--- config.mk ---
export PLATFORM = sky130hd
export DESIGN_NAME = hash_host_ctrl
export DESIGN_NICKNAME = d
export VERILOG_FILES = /design/src/rtl/hash_host_ctrl.sv
export SDC_FILE = /design/constraint.sdc
export NUM_CORES = 1
export LEC_CHECK = 0
export ABC_AREA = 0
export BUFFER_PORTS_ARGS = -buffer_cell sky130_fd_sc_hd__clkbuf_2
export CORE_ASPECT_RATIO = 1.5
export CORE_MARGIN = 1.5
export CORE_UTILIZATION = 47
export CTS_CLUSTER_DIAMETER = 100
export CTS_CLUSTER_SIZE = 14
export DETAILED_ROUTE_END_ITERATION = 7
export PLACE_DENSITY = 0.85
export SLEW_MARGIN = 10
export SYNTH_ARGS = -nofsm -noshare
export SYNTH_HDL_FRONTEND = slang
export SYNTH_SLANG_ARGS = --single-unit
export TNS_END_PERCENT = 10
--- constraint.sdc ---
create_clock -name clk -period 1.7 [get_ports clk]
set_input_delay 0.34 -clock clk [delete_from_list [all_inputs] [get_ports clk]]
set_output_delay 0.34 -clock clk [all_outputs]
set_load 0.005 [all_outputs]
--- src/rtl/hash_host_ctrl.sv ---
// -----------------------------------------------------------------------------
// hash_host_ctrl
//
// Host-side controller for the Ascon hash core. It accepts one y-bit message
// over a valid/ready slave port and presents it on hash_msg. It pulses
// hash_start and waits for the core's ready to fall and then rise again. It
// then captures the l-bit digest and streams it out MSB-first as W-bit beats
// on a valid/ready master port.
//
// Optional feature macro: HASH_TIMEOUT_EN
//   Adds a watchdog that aborts a stuck core wait after TIMEOUT cycles. The
//   abort goes through a one-cycle ERR state and sets a sticky timeout_err
//   flag, which the next accepted message clears. Without the macro the wait
//   is unbounded and timeout_err is tied low.
//
// Ports:
//   clk          : clock, rising edge
//   rst          : synchronous reset, active low
//   s_msg        : message to hash (y bits)
//   s_valid      : s_msg valid
//   s_ready      : controller idle, can accept a message
//   hash_msg     : message to core, stable from START until back in IDLE
//   hash_start   : one-cycle start pulse to core
//   hash_ready   : core ready level
//   hash_text    : core digest (l bits)
//   m_data       : digest beat (W bits), beat 0 = MSBs
//   m_valid      : beat valid
//   m_last       : final beat of the digest
//   m_ready      : downstream accepts beat
//   busy         : high in every state except IDLE
//   timeout_err  : sticky watchdog expiry flag
// -----------------------------------------------------------------------------
module hash_host_ctrl #(
    parameter int y       = 40,
    parameter int l       = 256,
    parameter int W       = 32,
    parameter int TIMEOUT = 4095
) (
    input  logic         clk,
    input  logic         rst,
    input  logic [y-1:0] s_msg,
    input  logic         s_valid,
    output logic         s_ready,
    output logic [y-1:0] hash_msg,
    output logic         hash_start,
    input  logic         hash_ready,
    input  logic [l-1:0] hash_text,
    output logic [W-1:0] m_data,
    output logic         m_valid,
    output logic         m_last,
    input  logic         m_ready,
    output logic         busy,
    output logic         timeout_err
);

    localparam int NBEATS = l / W;
    localparam int BCW    = (NBEATS > 1) ? $clog2(NBEATS) : 1;
    localparam logic [BCW-1:0] LAST_BEAT = BCW'(NBEATS - 1);

    // Elaboration-time parameter sanity checks.
    if ((l % W) != 0) begin : g_bad_beat_width
        $error("hash_host_ctrl: l must be a multiple of W");
    end
    if (TIMEOUT < 1) begin : g_bad_timeout
        $error("hash_host_ctrl: TIMEOUT must be at least 1");
    end

    typedef enum logic [2:0] {
        ST_IDLE,
        ST_START,
        ST_WAIT_LO,
        ST_WAIT_HI,
        ST_STREAM
`ifdef HASH_TIMEOUT_EN
        , ST_ERR
`endif
    } state_t;

    state_t         r_state;
    logic           r_s_ready;
    logic           r_hash_start;
    logic           r_m_valid;
    logic           r_m_last;
    logic           r_busy;
    logic [y-1:0]   r_hash_msg;
    logic [l-1:0]   r_digest;
    logic [BCW-1:0] r_beat;
    logic [l-1:0]   w_digest_sh;
    logic           w_accept;

    assign w_accept = (r_state == ST_IDLE) && s_valid;

`ifdef HASH_TIMEOUT_EN
    localparam int WDW = $clog2(TIMEOUT + 1);

    logic [WDW-1:0] r_wdog;
    logic           r_timeout_err;
    logic           w_to_err;

    // A core ready seen in WAIT_HI wins over a simultaneous expiry.
    assign w_to_err = (r_wdog == WDW'(TIMEOUT)) &&
                      ((r_state == ST_WAIT_LO) ||
                       ((r_state == ST_WAIT_HI) && !hash_ready));

    always_ff @(posedge clk) begin
        if (!rst) begin
            r_wdog        <= '0;
            r_timeout_err <= 1'b0;
        end else begin
            if (w_accept) begin
                r_wdog        <= '0;
                r_timeout_err <= 1'b0;
            end else if ((r_state == ST_WAIT_LO) || (r_state == ST_WAIT_HI)) begin
                r_wdog <= r_wdog + WDW'(1);
            end
            if (w_to_err) begin
                r_timeout_err <= 1'b1;
            end
        end
    end

    assign timeout_err = r_timeout_err;
`else
    assign timeout_err = 1'b0;
`endif

    always_ff @(posedge clk) begin
        if (!rst) begin
            r_state      <= ST_IDLE;
            r_s_ready    <= 1'b1;
            r_hash_start <= 1'b0;
            r_m_valid    <= 1'b0;
            r_m_last     <= 1'b0;
            r_busy       <= 1'b0;
            r_hash_msg   <= '0;
            r_digest     <= '0;
            r_beat       <= '0;
        end else begin
            r_hash_start <= 1'b0;
            case (r_state)
                ST_IDLE: begin
                    if (w_accept) begin
                        r_hash_msg   <= s_msg;
                        r_hash_start <= 1'b1;
                        r_s_ready    <= 1'b0;
                        r_busy       <= 1'b1;
                        r_state      <= ST_START;
                    end
                end
                ST_START: begin
                    r_state <= ST_WAIT_LO;
                end
                // Ignore a ready level left high by the previous operation.
                ST_WAIT_LO: begin
`ifdef HASH_TIMEOUT_EN
                    if (w_to_err) begin
                        r_state <= ST_ERR;
                    end else
`endif
                    if (!hash_ready) begin
                        r_state <= ST_WAIT_HI;
                    end
                end
                ST_WAIT_HI: begin
                    if (hash_ready) begin
                        r_digest  <= hash_text;
                        r_beat    <= '0;
                        r_m_valid <= 1'b1;
                        r_m_last  <= (NBEATS == 1);
                        r_state   <= ST_STREAM;
                    end
`ifdef HASH_TIMEOUT_EN
                    else if (w_to_err) begin
                        r_state <= ST_ERR;
                    end
`endif
                end
                ST_STREAM: begin
                    if (m_ready) begin
                        if (r_beat == LAST_BEAT) begin
                            r_m_valid <= 1'b0;
                            r_m_last  <= 1'b0;
                            r_busy    <= 1'b0;
                            r_s_ready <= 1'b1;
                            r_state   <= ST_IDLE;
                        end else begin
                            r_beat   <= r_beat + BCW'(1);
                            r_m_last <= ((r_beat + BCW'(1)) == LAST_BEAT);
                        end
                    end
                end
`ifdef HASH_TIMEOUT_EN
                ST_ERR: begin
                    r_busy    <= 1'b0;
                    r_s_ready <= 1'b1;
                    r_state   <= ST_IDLE;
                end
`endif
                default: begin
                    r_m_valid <= 1'b0;
                    r_m_last  <= 1'b0;
                    r_busy    <= 1'b0;
                    r_s_ready <= 1'b1;
                    r_state   <= ST_IDLE;
                end
            endcase
        end
    end

    // Beat i sits at the top of the digest once shifted left by W*i.
    assign w_digest_sh = r_digest << (W * int'(r_beat));
    assign m_data      = w_digest_sh[l-1 -: W];

    assign s_ready    = r_s_ready;
    assign hash_msg   = r_hash_msg;
    assign hash_start = r_hash_start;
    assign m_valid    = r_m_valid;
    assign m_last     = r_m_last;
    assign busy       = r_busy;

endmodule

==> run_summary.xml <==
<?xml version="1.0" encoding="UTF-8"?>
<metrics>
  <group name="outcome">
    <metric name="outcome" unit="">finished with violations</metric>
    <metric name="failed_checks" unit="">setup timing</metric>
  </group>
  <group name="yosys">
    <metric name="mappedNetlistArea" unit="um^2">13300</metric>
    <metric name="synth.area.top_cells" unit="">sky130_fd_sc_hd__dfxtp_1 46%, sky130_fd_sc_hd__nand2_1 17%, sky130_fd_sc_hd__a21boi_1 16%, sky130_fd_sc_hd__mux4_2 10%, sky130_fd_sc_hd__mux2_2 2.7%</metric>
    <metric name="post_synth_inst_count" unit="">1459</metric>
    <metric name="synth_enable_flop_cells" unit="">0</metric>
    <metric name="synth_ff_type" unit="">sky130_fd_sc_hd__dfxtp_1</metric>
    <metric name="post-synth-top-area-cell" unit="">sky130_fd_sc_hd__dfxtp_1</metric>
    <metric name="avgSynthCellArea" unit="um^2">9.12</metric>
    <metric name="seq_area_frac_synth" unit="%">46.2</metric>
    <metric name="netlist-cell-type-count" unit="">37</metric>
    <metric name="yosysWarnings" unit="">0</metric>
    <metric name="netlist.area_leader.share" unit="%">46.2</metric>
    <metric name="synth.net_count" unit="">1763</metric>
    <metric name="postSynthRegisterBits" unit="">307</metric>
    <metric name="synthArstFlopShare" unit="%">0</metric>
  </group>
  <group name="placement">
    <metric name="gp_routability_congestion" unit="">0.913</metric>
    <metric name="io_buffer_count" unit="">377</metric>
    <metric name="dp_cell_count" unit="">2113</metric>
    <metric name="dpl_worst_slack" unit="ns">-0.294</metric>
    <metric name="place.detailed.hpwl" unit="mm">30.8</metric>
  </group>
  <group name="sta">
    <metric name="final_hold_viol_count" unit="">0</metric>
    <metric name="fin_ws" unit="ns">-0.858</metric>
    <metric name="slew_viol_final" unit="">0</metric>
    <metric name="tightest_slew" unit="ns">0.612</metric>
    <metric name="finalSetupViolCount" unit="">39</metric>
    <metric name="final_worst_path_period_need" unit="ns">2.56</metric>
    <metric name="fin_skew" unit="ns">0.0115</metric>
    <metric name="unrepaired_setup_endpoints_after_global_routing" unit="">yes</metric>
    <metric name="tns" unit="ns">-24.92</metric>
    <metric name="timing.slew.headroom" unit="%">59.1</metric>
    <metric name="timing_limited_maximum_frequency" unit="MHz">391</metric>
    <metric name="portion_of_the_clock_cycle_consumed_by_the_worst_path_in_the_final_layout" unit="%">150</metric>
  </group>
  <group name="grt">
    <metric name="grt.met3_usage" unit="%">3.53</metric>
    <metric name="number_of_antenna_violations_at_the_first_check_in_global_routing" unit="">12</metric>
    <metric name="grt_busiest_layer" unit="">met2</metric>
    <metric name="global_route_wire_length_before_repair" unit="mm">61.4</metric>
    <metric name="met1_usage" unit="%">37.9</metric>
    <metric name="use_met2" unit="%">40.4</metric>
    <metric name="grt_util_all_layers" unit="%">26.9</metric>
    <metric name="first_global_vias" unit="">11100</metric>
    <metric name="grt_max_degree" unit="">77</metric>
    <metric name="overflow" unit="">0</metric>
  </group>
  <group name="critical_path">
    <metric name="critical_path_peak_fanout" unit="">7</metric>
    <metric name="crit_path_top_delay_cell" unit="">sky130_fd_sc_hd__mux4_2</metric>
    <metric name="worstReg2RegEnd" unit="">r_beat[0]$_SDFFE_PN0P_</metric>
    <metric name="critPathCapture" unit="">m_data[5]</metric>
    <metric name="timing.rr.start" unit="">r_beat[0]$_SDFFE_PN0P_</metric>
    <metric name="reg2reg_setup_slack" unit="ns">-0.13</metric>
    <metric name="worstRegToRegCells" unit="">7</metric>
    <metric name="critical-path-max-stage-delay" unit="ns">0.52</metric>
    <metric name="critPathLaunchType" unit="">register</metric>
    <metric name="worst_setup_path_startpoint" unit="">r_beat[0]$_SDFFE_PN0P_</metric>
    <metric name="data_required_time_of_the_critical_path" unit="ns">1.36</metric>
    <metric name="cell_chain_critical_path" unit="">buf_12, clkbuf_16, mux4_2, mux2_4, buf_6</metric>
    <metric name="critical_path_class" unit="">reg2out</metric>
    <metric name="setup.worst_path.end_class" unit="">output port</metric>
    <metric name="worst-endpoint-arrival" unit="ns">2.22</metric>
  </group>
  <group name="route">
    <metric name="wl_per_cell" unit="um">19.1</metric>
    <metric name="antenna_left" unit="">0</metric>
    <metric name="route.final.wire_length" unit="mm">41.2</metric>
    <metric name="drc" unit="">0</metric>
    <metric name="detail_route.first_pass.iterations" unit="">5</metric>
    <metric name="drc_marker_count_from_the_first_detailed_route_iteration" unit="">1024</metric>
    <metric name="routed_via_density" unit="">5.42</metric>
    <metric name="route.vias.total" unit="">11700</metric>
  </group>
  <group name="clock_network">
    <metric name="root_buffer" unit="">sky130_fd_sc_hd__clkbuf_16</metric>
    <metric name="cts_tree" unit="">built</metric>
    <metric name="number_of_buffers_inserted_during_clock_tree_synthesis" unit="">25</metric>
    <metric name="cts.clk_slew.worst_paths" unit="ns">0.07</metric>
    <metric name="postCtsHoldBufs" unit="">0</metric>
    <metric name="ctsHtreeMaxLevel" unit="">1</metric>
    <metric name="tritoncts_num_sinks" unit="">307</metric>
    <metric name="clk-insertion-delay-late" unit="ns">0.54</metric>
    <metric name="clock_tree.buffer_depth" unit="">3</metric>
  </group>
  <group name="flow_run">
    <metric name="max_cap_viol_count" unit="">0</metric>
  </group>
  <group name="power_and_ir_drop">
    <metric name="ir_drop" unit="mV">0.724</metric>
    <metric name="report.power.total" unit="W">0.0137</metric>
    <metric name="p_clk_share" unit="%">37.4</metric>
    <metric name="comb_power_share" unit="%">8.5</metric>
    <metric name="pwr_per_cell_area" unit="nW/um^2">826</metric>
    <metric name="internal_power" unit="W">0.0106</metric>
    <metric name="switching_share" unit="%">23.0</metric>
    <metric name="sw_pwr" unit="W">0.00316</metric>
    <metric name="seq_power_share" unit="%">54.1</metric>
    <metric name="p_leak" unit="nW">6.53</metric>
  </group>
  <group name="die">
    <metric name="placeableCoreArea" unit="um^2">27900</metric>
    <metric name="placement_rows" unit="">75</metric>
    <metric name="die-height" unit="um">209</metric>
    <metric name="floorplan.initialDensity" unit="%">47.7</metric>
    <metric name="dieArea" unit="um^2">29300</metric>
    <metric name="die_x" unit="um">140</metric>
    <metric name="io-pin-count" unit="">379</metric>
  </group>
  <group name="layout">
    <metric name="layoutNonFillerInstCount" unit="">2158</metric>
    <metric name="total_nets_final" unit="">2103</metric>
    <metric name="drive_gt1_share" unit="%">31.4</metric>
    <metric name="area_delta_synth_final" unit="%">25.0</metric>
  </group>
  <group name="hold_path">
    <metric name="hold_wc_startpoint" unit="">hash_text[140]</metric>
    <metric name="timing.hold.worst.class" unit="">in2reg</metric>
  </group>
</metrics>
layout by cell type, fill, tap and decap left out, drive strengths merged:
cell    Yosys  final
nor4b       2      2
diode       0     12
a21boi    297    297
nand4b      1      1
mux4       64     64
o21ai       3      3
nor2        3      3
mux2i       4      4
inv         3      3
nor2b       1      1
nor3b       2      2
o21ba       1      1
a211oi      1      1
nand4       1      1
and4b       1      1
and2        1      1
a21oi       4      4
a221oi      1      1
or4b        1      1
a21o        1      1
nand2     597    597
mux2       32     32
conb        1      1
nand3       3      3
buf        68     60
clkbuf     54    403
nand3b      1      1
o21a        1      1
dfxtp     307    307
ha          3      3
stage by stage:
stage	hold WS (ns)	area [um^2]	util, %
floorplan	0.430	13300	-
global placement	0.439	15800	56.6
detailed placement	0.444	15800	56.6
CTS	0.00654	16500	59.2
global route	0.0158	16600	59.6
finish	0.0142	16600	59.6
power groups by stage:
stage               Sequential (W)  Clock [W]  Combinational (W)
finish                     0.00743    0.00513            0.00117
global route               0.00744    0.00544            0.00128
CTS                        0.00743    0.00522            0.00116
detailed placement         0.00759          0            0.00115
global placement           0.00759          0            0.00113
floorplan                  0.00757          0           0.000520
Yosys cell counts, types with 2 or more instances:
library cell / n
sky130_fd_sc_hd__buf_6: 4
sky130_fd_sc_hd__mux4_1: 5
sky130_fd_sc_hd__mux4_2: 59
sky130_fd_sc_hd__o21ai_0: 3
sky130_fd_sc_hd__ha_1: 3
sky130_fd_sc_hd__nand3_1: 3
sky130_fd_sc_hd__buf_2: 50
sky130_fd_sc_hd__buf_1: 11
sky130_fd_sc_hd__inv_1: 3
sky130_fd_sc_hd__a21boi_0: 17
sky130_fd_sc_hd__nor2_1: 3
sky130_fd_sc_hd__buf_4: 2
sky130_fd_sc_hd__nor3b_1: 2
sky130_fd_sc_hd__clkbuf_1: 54
sky130_fd_sc_hd__nand2_1: 597
sky130_fd_sc_hd__mux2i_1: 4
sky130_fd_sc_hd__mux2_2: 32
sky130_fd_sc_hd__a21boi_1: 280
sky130_fd_sc_hd__dfxtp_1: 307
sky130_fd_sc_hd__a21oi_1: 3
how the worst min path moves through the flow:
stage / cells after the start / to
3_5_place_dp: 2 / hash_msg[4]$_SDFFE_PN0P_
3_3_place_gp: 2 / r_digest[66]$_SDFFE_PN0P_
6_report: 3 / r_digest[140]$_SDFFE_PN0P_
5_1_grt: 3 / r_digest[239]$_SDFFE_PN0P_
2_1_floorplan: 2 / r_digest[192]$_SDFFE_PN0P_
4_1_cts: 3 / hash_msg[8]$_SDFFE_PN0P_
metal layers:
| metal | wire length [um] | vias to the layer above |
|---|---|---|
| li1 | - | 5549 |
| met3 | 2760 | 99 |
| met2 | 18400 | 472 |
| met4 | 2040 | 0 |
| met5 | 0 | - |
| met1 | 18000 | 5576 |
cell families (layout without fill, tap and decap cells):
| kind of cell | Yosys count | in the layout | share of synthesized area, % |
|---|---|---|---|
| AOI/OAI and AO/OA | 309 | 309 | 17.4 |
| adders and majority gates | 3 | 3 | 0.282 |
| buffers and inverters | 125 | 466 | 4.37 |
| DFF | 307 | 307 | 46.2 |
| muxes | 100 | 100 | 14.0 |
| other | 1 | 13 | 0.0282 |
| and+or+nand+nor | 614 | 614 | 17.8 |
registers in the layout, summed over array words and instances (netlist names):
name	cells
r_beat	3
r_state	3
r_digest	256
hash_start	1
s_ready	1
busy	1
m_valid	1
m_last	1
hash_msg	40
cell type report:
cell class | instances | area (um^2)
diodes | 12 | 30.0
multi-input cells | 1027 | 6650
well taps | 346 | 433
flip-flops and latches | 307 | 6150
clock buffers | 28 | 637
fillers | 2429 | 11200
repair buffers | 435 | 2710
inverters | 3 | 11.3
repair_timing:
action,in CTS,in global routing
setup endpoints to repair,40,40
setup buffers,1,1
resized for setup,20,13
cloned,1,2
worst max-delay path, delay by kind of cell (launching register included):
family,cells,cell delay [ns]
buf+inv,3,0.45
mux,2,0.82
flops,1,0.39
Note: power is estimated with default switching activity, not from simulation.
